$ cat config.mk
export PLATFORM = sky130hd
export DESIGN_NAME = uart_tx_fifo_flat
export DESIGN_NICKNAME = d
export VERILOG_FILES = /design/src/rtl/uart_tx_fifo_if.sv /design/src/rtl/uart_tx_fifo.sv /design/src/flat_wrapper.sv
export SDC_FILE = /design/constraint.sdc
export NUM_CORES = 1
export LEC_CHECK = 0
export BUFFER_PORTS_ARGS = -buffer_cell sky130_fd_sc_hd__clkbuf_2
export CAP_MARGIN = 25
export CORE_UTILIZATION = 47
export CTS_CLUSTER_SIZE = 14
export DETAILED_ROUTE_END_ITERATION = 16
export PLACE_DENSITY = 0.66
export SYNTH_ARGS = -nofsm -noshare
export SYNTH_HDL_FRONTEND = slang
export SYNTH_SLANG_ARGS = --single-unit
$ cat constraint.sdc
create_clock -name clk -period 2.69 [get_ports clk]
set_input_delay 0.4035 -clock clk [delete_from_list [all_inputs] [get_ports clk]]
set_output_delay 0.4035 -clock clk [all_outputs]
set_load 0.02 [all_outputs]
$ cat src/rtl/uart_tx_fifo_if.sv
// Handshake bundle for uart_tx_fifo: producer write port and transmitter start/data/ready port.
// The slave modport is the FIFO's view; master is the surrounding system (producer + transmitter).
interface uart_tx_fifo_if;
    logic       wr_valid;
    logic [7:0] wr_data;
    logic       wr_ready;
    logic       tx_start;
    logic [7:0] tx_data;
    logic       tx_ready;

    modport slave (
        input  wr_valid, wr_data, tx_ready,
        output wr_ready, tx_start, tx_data
    );

    modport master (
        output wr_valid, wr_data, tx_ready,
        input  wr_ready, tx_start, tx_data
    );
endinterface

$ cat src/rtl/uart_tx_fifo.sv
// Byte FIFO feeding the UART transmitter one byte at a time through its start/data/ready handshake.
// Order is preserved and at most one byte is in flight at the transmitter.
module uart_tx_fifo #(
    parameter int DEPTH = 16
) (
    input  logic                   clk,
    input  logic                   rst_n,
    uart_tx_fifo_if.slave          bus,
    output logic                   overflow,
    output logic [$clog2(DEPTH):0] count,
    output logic                   idle
);
    localparam int AW = $clog2(DEPTH);
    localparam int CW = AW + 1;
    localparam logic [CW-1:0] FULL = CW'(DEPTH);

    typedef enum logic [1:0] {IDLE, ISSUE, GUARD, WAIT} state_t;

    state_t        state;
    logic [7:0]    mem [DEPTH];
    logic [AW-1:0] rdPtr;
    logic [AW-1:0] wrPtr;
    logic          wrAccept;
    logic          pop;

    // Full/empty come from the registered count only; pointers just wrap.
    assign bus.wr_ready = (count != FULL);
    assign wrAccept     = bus.wr_valid && bus.wr_ready;
    assign pop          = (state == IDLE) && (count != '0) && bus.tx_ready;
    assign idle         = (count == '0) && (state == IDLE);

    always_ff @(posedge clk) begin
        if (wrAccept) begin
            mem[wrPtr] <= bus.wr_data;
        end
    end

    always_ff @(posedge clk or negedge rst_n) begin
        if (!rst_n) begin
            state        <= IDLE;
            rdPtr        <= '0;
            wrPtr        <= '0;
            count        <= '0;
            overflow     <= 1'b0;
            bus.tx_start <= 1'b0;
            bus.tx_data  <= '0;
        end else begin
            overflow <= bus.wr_valid && !bus.wr_ready;

            if (wrAccept) begin
                wrPtr <= wrPtr + 1'b1;
            end

            case ({wrAccept, pop})
                2'b10:   count <= count + 1'b1;
                2'b01:   count <= count - 1'b1;
                default: count <= count;
            endcase

            // GUARD skips tx_ready: the transmitter only drops it a cycle after sampling start.
            case (state)
                IDLE: begin
                    if (pop) begin
                        bus.tx_data  <= mem[rdPtr];
                        rdPtr        <= rdPtr + 1'b1;
                        bus.tx_start <= 1'b1;
                        state        <= ISSUE;
                    end
                end
                ISSUE: begin
                    bus.tx_start <= 1'b0;
                    state        <= GUARD;
                end
                GUARD: begin
                    state <= WAIT;
                end
                WAIT: begin
                    if (bus.tx_ready) begin
                        state <= IDLE;
                    end
                end
                default: begin
                    bus.tx_start <= 1'b0;
                    state        <= IDLE;
                end
            endcase
        end
    end
endmodule

$ cat src/flat_wrapper.sv
// flat-port wrapper written by rule: the top's interface ports become plain ports
module uart_tx_fifo_flat 
#(
    parameter int DEPTH = 16
)
  (clk, rst_n, overflow, count, idle, bus_wr_valid, bus_wr_data, bus_tx_ready, bus_wr_ready, bus_tx_start, bus_tx_data);
  uart_tx_fifo_if bus_i ();
  input  logic clk;
  input  logic rst_n;
  output logic overflow;
  output logic [$clog2(DEPTH):0] count;
  output logic idle;
  input wire logic [$bits(bus_i.wr_valid)-1:0] bus_wr_valid;
  input wire logic [$bits(bus_i.wr_data)-1:0] bus_wr_data;
  input wire logic [$bits(bus_i.tx_ready)-1:0] bus_tx_ready;
  output wire logic [$bits(bus_i.wr_ready)-1:0] bus_wr_ready;
  output wire logic [$bits(bus_i.tx_start)-1:0] bus_tx_start;
  output wire logic [$bits(bus_i.tx_data)-1:0] bus_tx_data;
  assign bus_i.wr_valid = bus_wr_valid;
  assign bus_i.wr_data = bus_wr_data;
  assign bus_i.tx_ready = bus_tx_ready;
  assign bus_wr_ready = bus_i.wr_ready;
  assign bus_tx_start = bus_i.tx_start;
  assign bus_tx_data = bus_i.tx_data;
  uart_tx_fifo #(.DEPTH(DEPTH)) u_core (.clk(clk), .rst_n(rst_n), .bus(bus_i), .overflow(overflow), .count(count), .idle(idle));
endmodule
# == Word-level counts from Yosys, hierarchy flattened ==
# Memory sizes are Yosys's and may differ from the RTL's. A register that Yosys moved wholly into a read port is not among the register bits.
# Index checks and enable logic that the tools add are counted.
# word_totals
ff_bits,17
mem_bits_rw,128
input_bits,12
output_inout_bits,17
wordCells,42
mem_count,1
# classes
addsub,4
eq_ne,8
mux,8
reduce_logical,15
# memory_table
name,words,width,rd,rd_clocked_by_memory_dff,wr,line,source
u_core.mem,16,8,1,1,1,uart_tx_fifo.sv:20,logic [7:0] mem [DEPTH];
# op_table
op,count
$pmux 5 s2,1
$add 4x1->4 const B,2
$pmux 2 s4,1
$eq 2x2->1 const B,3
$reduce_and 2->1,3
$add 5x1->5 const B,1
$logic_and 1x1->1,5
$logic_not 5->1,1
$ne 5x5->1 const B,1
$reduce_bool 5->1,1
$sub 5x1->5 const B,1
$eq 2x1->1 const B,2
$mux 2,2
$reduce_bool 2->1,2
$mux 1,3
$logic_not 1->1,2
$logic_not 2->1,1
$ne 2x1->1 const B,1
$ne 2x2->1 const B,1
$pmux 1 s2,1

# == Longest topological paths before layout ==
# logic_depth
depth_word,5
depth_mapped,13
depth_no_buf,11

# == Worst setup path after synthesis ==
# Ideal clock, no wire load.
# synth_timing
kind,register -> register
startpoint,register u_core.count[1]
endpoint,register u_core.count[2]
setup_time_ns,0.136
t_arrival_ns,2.442
required_ns,2.554
setup_slack_ns,0.112
stages_incl_launch_ff,13
n_path_buf,3
period_less_slack_ns,2.578
cell_sequence,dfrtp_1 buf_6 nor4_4 a21oi_2 buf_4 ha_1 clkbuf_1 xor2_1 ha_1 a21oi_1 xor2_1 nor2_1 xor2_1
# synth_between
elab_chain_len,5
word_cells_on_any_way,11
cone_classes,add/sub: 2; eq/ne: 3; mux: 1; reduce/logical: 5
# synth_rtl
element,line,source
"start, declared",uart_tx_fifo.sv:10,"output logic [$clog2(DEPTH):0] count,"
"start signal, assigned",uart_tx_fifo.sv:55,2'b10: count <= count + 1'b1;
"start signal, assigned",uart_tx_fifo.sv:56,2'b01: count <= count - 1'b1;
"start signal, assigned",uart_tx_fifo.sv:57,default: count <= count;
"parallel branches: the longest is 5 deep, another holds $sub 5x1->5",-,
# Several ways; the timed one is not identified.
# A chain may end at the register's enable or synchronous reset.

# == Final worst setup path ==
# layout_timing
startpoint,register u_core.state[0]
endpoint,register u_core.count[3]
# layout_between
elab_chain_len,5
word_cells_on_any_way,7
cone_classes,eq/ne: 2; mux: 1; reduce/logical: 4
# layout_rtl
element,line,source
"start, declared",uart_tx_fifo.sv:19,state_t state;
"start signal, assigned",uart_tx_fifo.sv:40,state <= IDLE;
"start signal, assigned",uart_tx_fifo.sv:67,state <= ISSUE;
"start signal, assigned",uart_tx_fifo.sv:72,state <= GUARD;
$logic_not 2->1 *,uart_tx_fifo.sv:29,assign pop = (state == IDLE) && (count != '0) && bus.tx_ready;
$logic_and 1x1->1 * (2 in a row),uart_tx_fifo.sv:29,
$eq 2x1->1 / $eq 2x2->1 (equally long branches),uart_tx_fifo.sv:54,"case ({wrAccept, pop})"
$pmux 5 s2 / $reduce_bool 2->1 (equally long branches),-,
# Every way passes the cells marked *; elsewhere a longest branch is shown, timed or not.

==> impl_summary.md <==
Outcome
The flow ran to the end, but the final reports show violations. The final reports fail on negative hold slack.

Place
Including well taps, the total number of placed cells is 526. Once placement finished, the instance area stood at 6620 sq um. Detailed placement finished with a half-perimeter wire length of 7.65 mm.

The number of I/O port buffers is 28. Routability-driven placement finished with a final weighted congestion of 0.781.

Yosys
By area the synthesized netlist is led by sky130_fd_sc_hd__edfxtp_1 61%, sky130_fd_sc_hd__dfrtp_1 9.9%, sky130_fd_sc_hd__mux4_2 7.9%, sky130_fd_sc_hd__mux4_1 4.2%, sky130_fd_sc_hd__ha_1 2.6%. Synthesis inferred 153 register bits. The number of library cell types mapped by synthesis is 44. The register area share after synthesis is 71.0%. The yosys synthesis warning count is 0. Of all cell types, the one taking the most synthesized area is sky130_fd_sc_hd__edfxtp_1. After synthesis, the largest area contributor takes up 61.0% of total cell area. After synthesis the cells add up to 6300 sq um.

The post-synthesis net count is 356. A synthesized cell averages 19.0 sq um. The cell count after synthesis is 331.

Floorplanning
The floorplan step set the die height to 118 um. From left edge to right edge, the die measures 118 um. For this configuration, the core starts out at a cell density of 49.1%.

The number of top-level design ports is 29. In this run the standard cell core region covers 12800 sq um. The row count is 41. The total die area is 13900 sq um.

STA
The transition time of the tightest slew-check pin is 0.845 ns. The final-report max-slew violation count is 0. The fmax is 421 MHz. The final worst-path cycle share is 88.3%. The maximum clock skew at final layout is 0.00948 ns.

The final sum of negative setup slack is 0 ns. The worst path in the final design needs a cycle of 2.38 ns, including I/O delays and setup. Setup violations remaining at the end of the flow were counted as 0.

The worst hold-check slack is -0.00517 ns. Measured against its own limit, the worst slew margin works out to 43.4%. The final hold violation count is 9. Setup repair after global routing left no endpoint under its margin.

Finish
Once layout is complete, the cells apart from fillers number 558. The number of antenna cells inserted is 0. Leaving out fill and tap cells, the most frequent cells in the layout are 128 x sky130_fd_sc_hd__edfxtp_1, 28 x sky130_fd_sc_hd__clkbuf_2, 24 x sky130_fd_sc_hd__dfrtp_1. The final layout net count is 398. The area overhead of the layout relative to synthesis is 14.3%. Of the cells placed in the final design, the portion with a size suffix greater than 1 is 30.1%. The leading cell type in the layout, fill and taps excluded is sky130_fd_sc_hd__edfxtp_1. The post-route cell area is 7200 sq um.

CTS
TritonCTS built the clock tree. For this design, the CTS-stage hold fixing added 0 buffers. Counting the buffers created by CTS gives 17. The number of H-tree branching levels is 4. CTS placed an instance of sky130_fd_sc_hd__clkbuf_16 at the clock tree root. Post-CTS repair changed the size of 0 cells.

The clock transition at the registers of the reported paths is 0.06 ns. The deepest clock path buffer count is 2. Buffers added to address setup during post-CTS repair amount to 0. The clock reaches the later pin of the worst-skew pair after 0.42 ns. Clock tree synthesis found a total of 153 sinks.

Power and ir drop
VDD sags by at most 533 uV. The design draws 7.85 mW. The leakage power figure is 2.51 nW.

For this design the ratio of total power to cell area is 1090 nW/um^2.

Detailed routing
The remaining design rule violation count is 0. Once detail routing completed, the nets flagged for antenna violations numbered 0. In the routed layout, each cell is associated on average with a via count of 5.61. In this run, the number of DRC markers left after iteration 0 of detailed routing was 299. Before antenna repair, the detailed router went through 5 iterations. Dividing the detail-routed wire length by the instance count gives 21.2 um. The wire length after detailed routing is 11.9 mm. The routed via count is 3130.

GRT
The via count of the first global-routing pass is 3250. Global routing finished with a remaining overflow of 0. Entering global routing, the biggest net connects 34 pins.

The global-route wire length before repair is 18.5 mm. The initial antenna violation count is 0. The total routing resource utilization after global routing is 18.7%.

Worst setup path
The largest driver fanout on the critical path is 22. The worst setup path is launched from a register. The worst setup path is captured at a register. The worst register-to-register path has a setup slack of 0.31 ns. The worst path required time is 3.03 ns. For the worst setup path, the data arrival time is 2.72 ns.

The critical path is of the register to register type.

Hold path
The kind of path behind the tightest hold check is input port to async pin.

Flow run
The tool flagged a number of max-cap violations equal to 0.
cells in the mapped netlist, drive strengths merged:
master and number:
or4 1, ha 13, o2111ai 1, a22oi 1, a21boi 1, nand2 9, nand3 1, nor3 5
buf 10, mux2 11, edfxtp 128, or2 1, o21ai 5, inv 7, nand2b 3, nor2b 2
nand4 2, clkdlybuf4s18 1, xor2 6, mux4 32, nor4 1, a21oi 13, a32oi 1, and3b 2
mux2i 1, clkbuf 7, dfrtp 25, o22ai 16, xnor2 7, nor2 15, o31ai 1, and3 2
where the power goes:
part           internal (mW)  switching (mW)  total [mW]
clock network           1.36           0.947        2.31
registers               2.96           0.402        3.36
logic                   1.03            1.15        2.18
total                   5.35            2.50        7.85
cell families after synthesis:
kind of cell               after synthesis  share of synthesized area [%]
AOI/OAI and AO/OA                       39                           4.17
xor gates and xnor gates                13                           1.81
adders and majority gates               13                           2.58
buffers and inverters                   25                           2.52
DFF                                    153                           71.0
muxes                                   44                           14.2
and+or+nand+nor                         44                           3.70
per-stage QoR:
stage          setup WS (ns)  utilization, %
2_1_floorplan          0.112               -
3_3_place_gp           0.472            51.6
3_5_place_dp           0.353            51.6
4_1_cts                0.342            56.1
5_1_grt                0.125            56.1
6_report               0.314            56.1
sequential cells by signal, summed over array words and instances (netlist names):
| signal | cells |
|---|---|
| u_core.bus.tx_data | 8 |
| u_core.bus.tx_start | 1 |
| u_core.count | 5 |
| u_core.mem | 128 |
| u_core.overflow | 1 |
| u_core.rdPtr | 4 |
| u_core.state | 2 |
| u_core.wrPtr | 4 |
worst paths after layout:
path	endpoint	cells after the start	start
worst min-delay path	u_core.count[4]	1	rst_n
worst max-delay path	u_core.count[3]	10	u_core.state[0]
worst max register to register	u_core.count[3]	10	u_core.state[0]
max in group asynchronous	u_core.rdPtr[2]	1	rst_n
min in group clk	u_core.overflow	2	bus_wr_valid
worst min register to register	u_core.bus.tx_start	2	u_core.bus.tx_start
critical path: stages (launching register included):
cell and delay (ns):
sky130_fd_sc_hd__dfrtp_1 0.41, sky130_fd_sc_hd__inv_1 0.13, sky130_fd_sc_hd__ha_1 0.32, sky130_fd_sc_hd__nand2_1 0.10, sky130_fd_sc_hd__a21oi_2 0.13, sky130_fd_sc_hd__buf_4 0.27
sky130_fd_sc_hd__ha_1 0.28, sky130_fd_sc_hd__xor2_1 0.22, sky130_fd_sc_hd__a22oi_1 0.09, sky130_fd_sc_hd__a21oi_1 0.19, sky130_fd_sc_hd__xor2_1 0.16
cell type report:
cell class,count,area [sq um]
Clock buffer,17,425
Clock inverter,15,153
Fill cell,979,5630
Inverter,7,26.3
Multi-Input combinational cell,153,1670
Sequential cell,153,4470
Tap cell,172,215
Timing Repair Buffer,41,238
routing by layer:
metal,wire [um],GRT usage [%],vias up,share of wire (%)
li1,-,-,1407,-
met1,5180,25.2,1616,44
met2,5860,28.7,94,49
met3,642,5.43,13,5.4
met4,174,7.85,0,1.5
met5,0,0,-,0
Note: power is estimated with default switching activity, not from simulation.
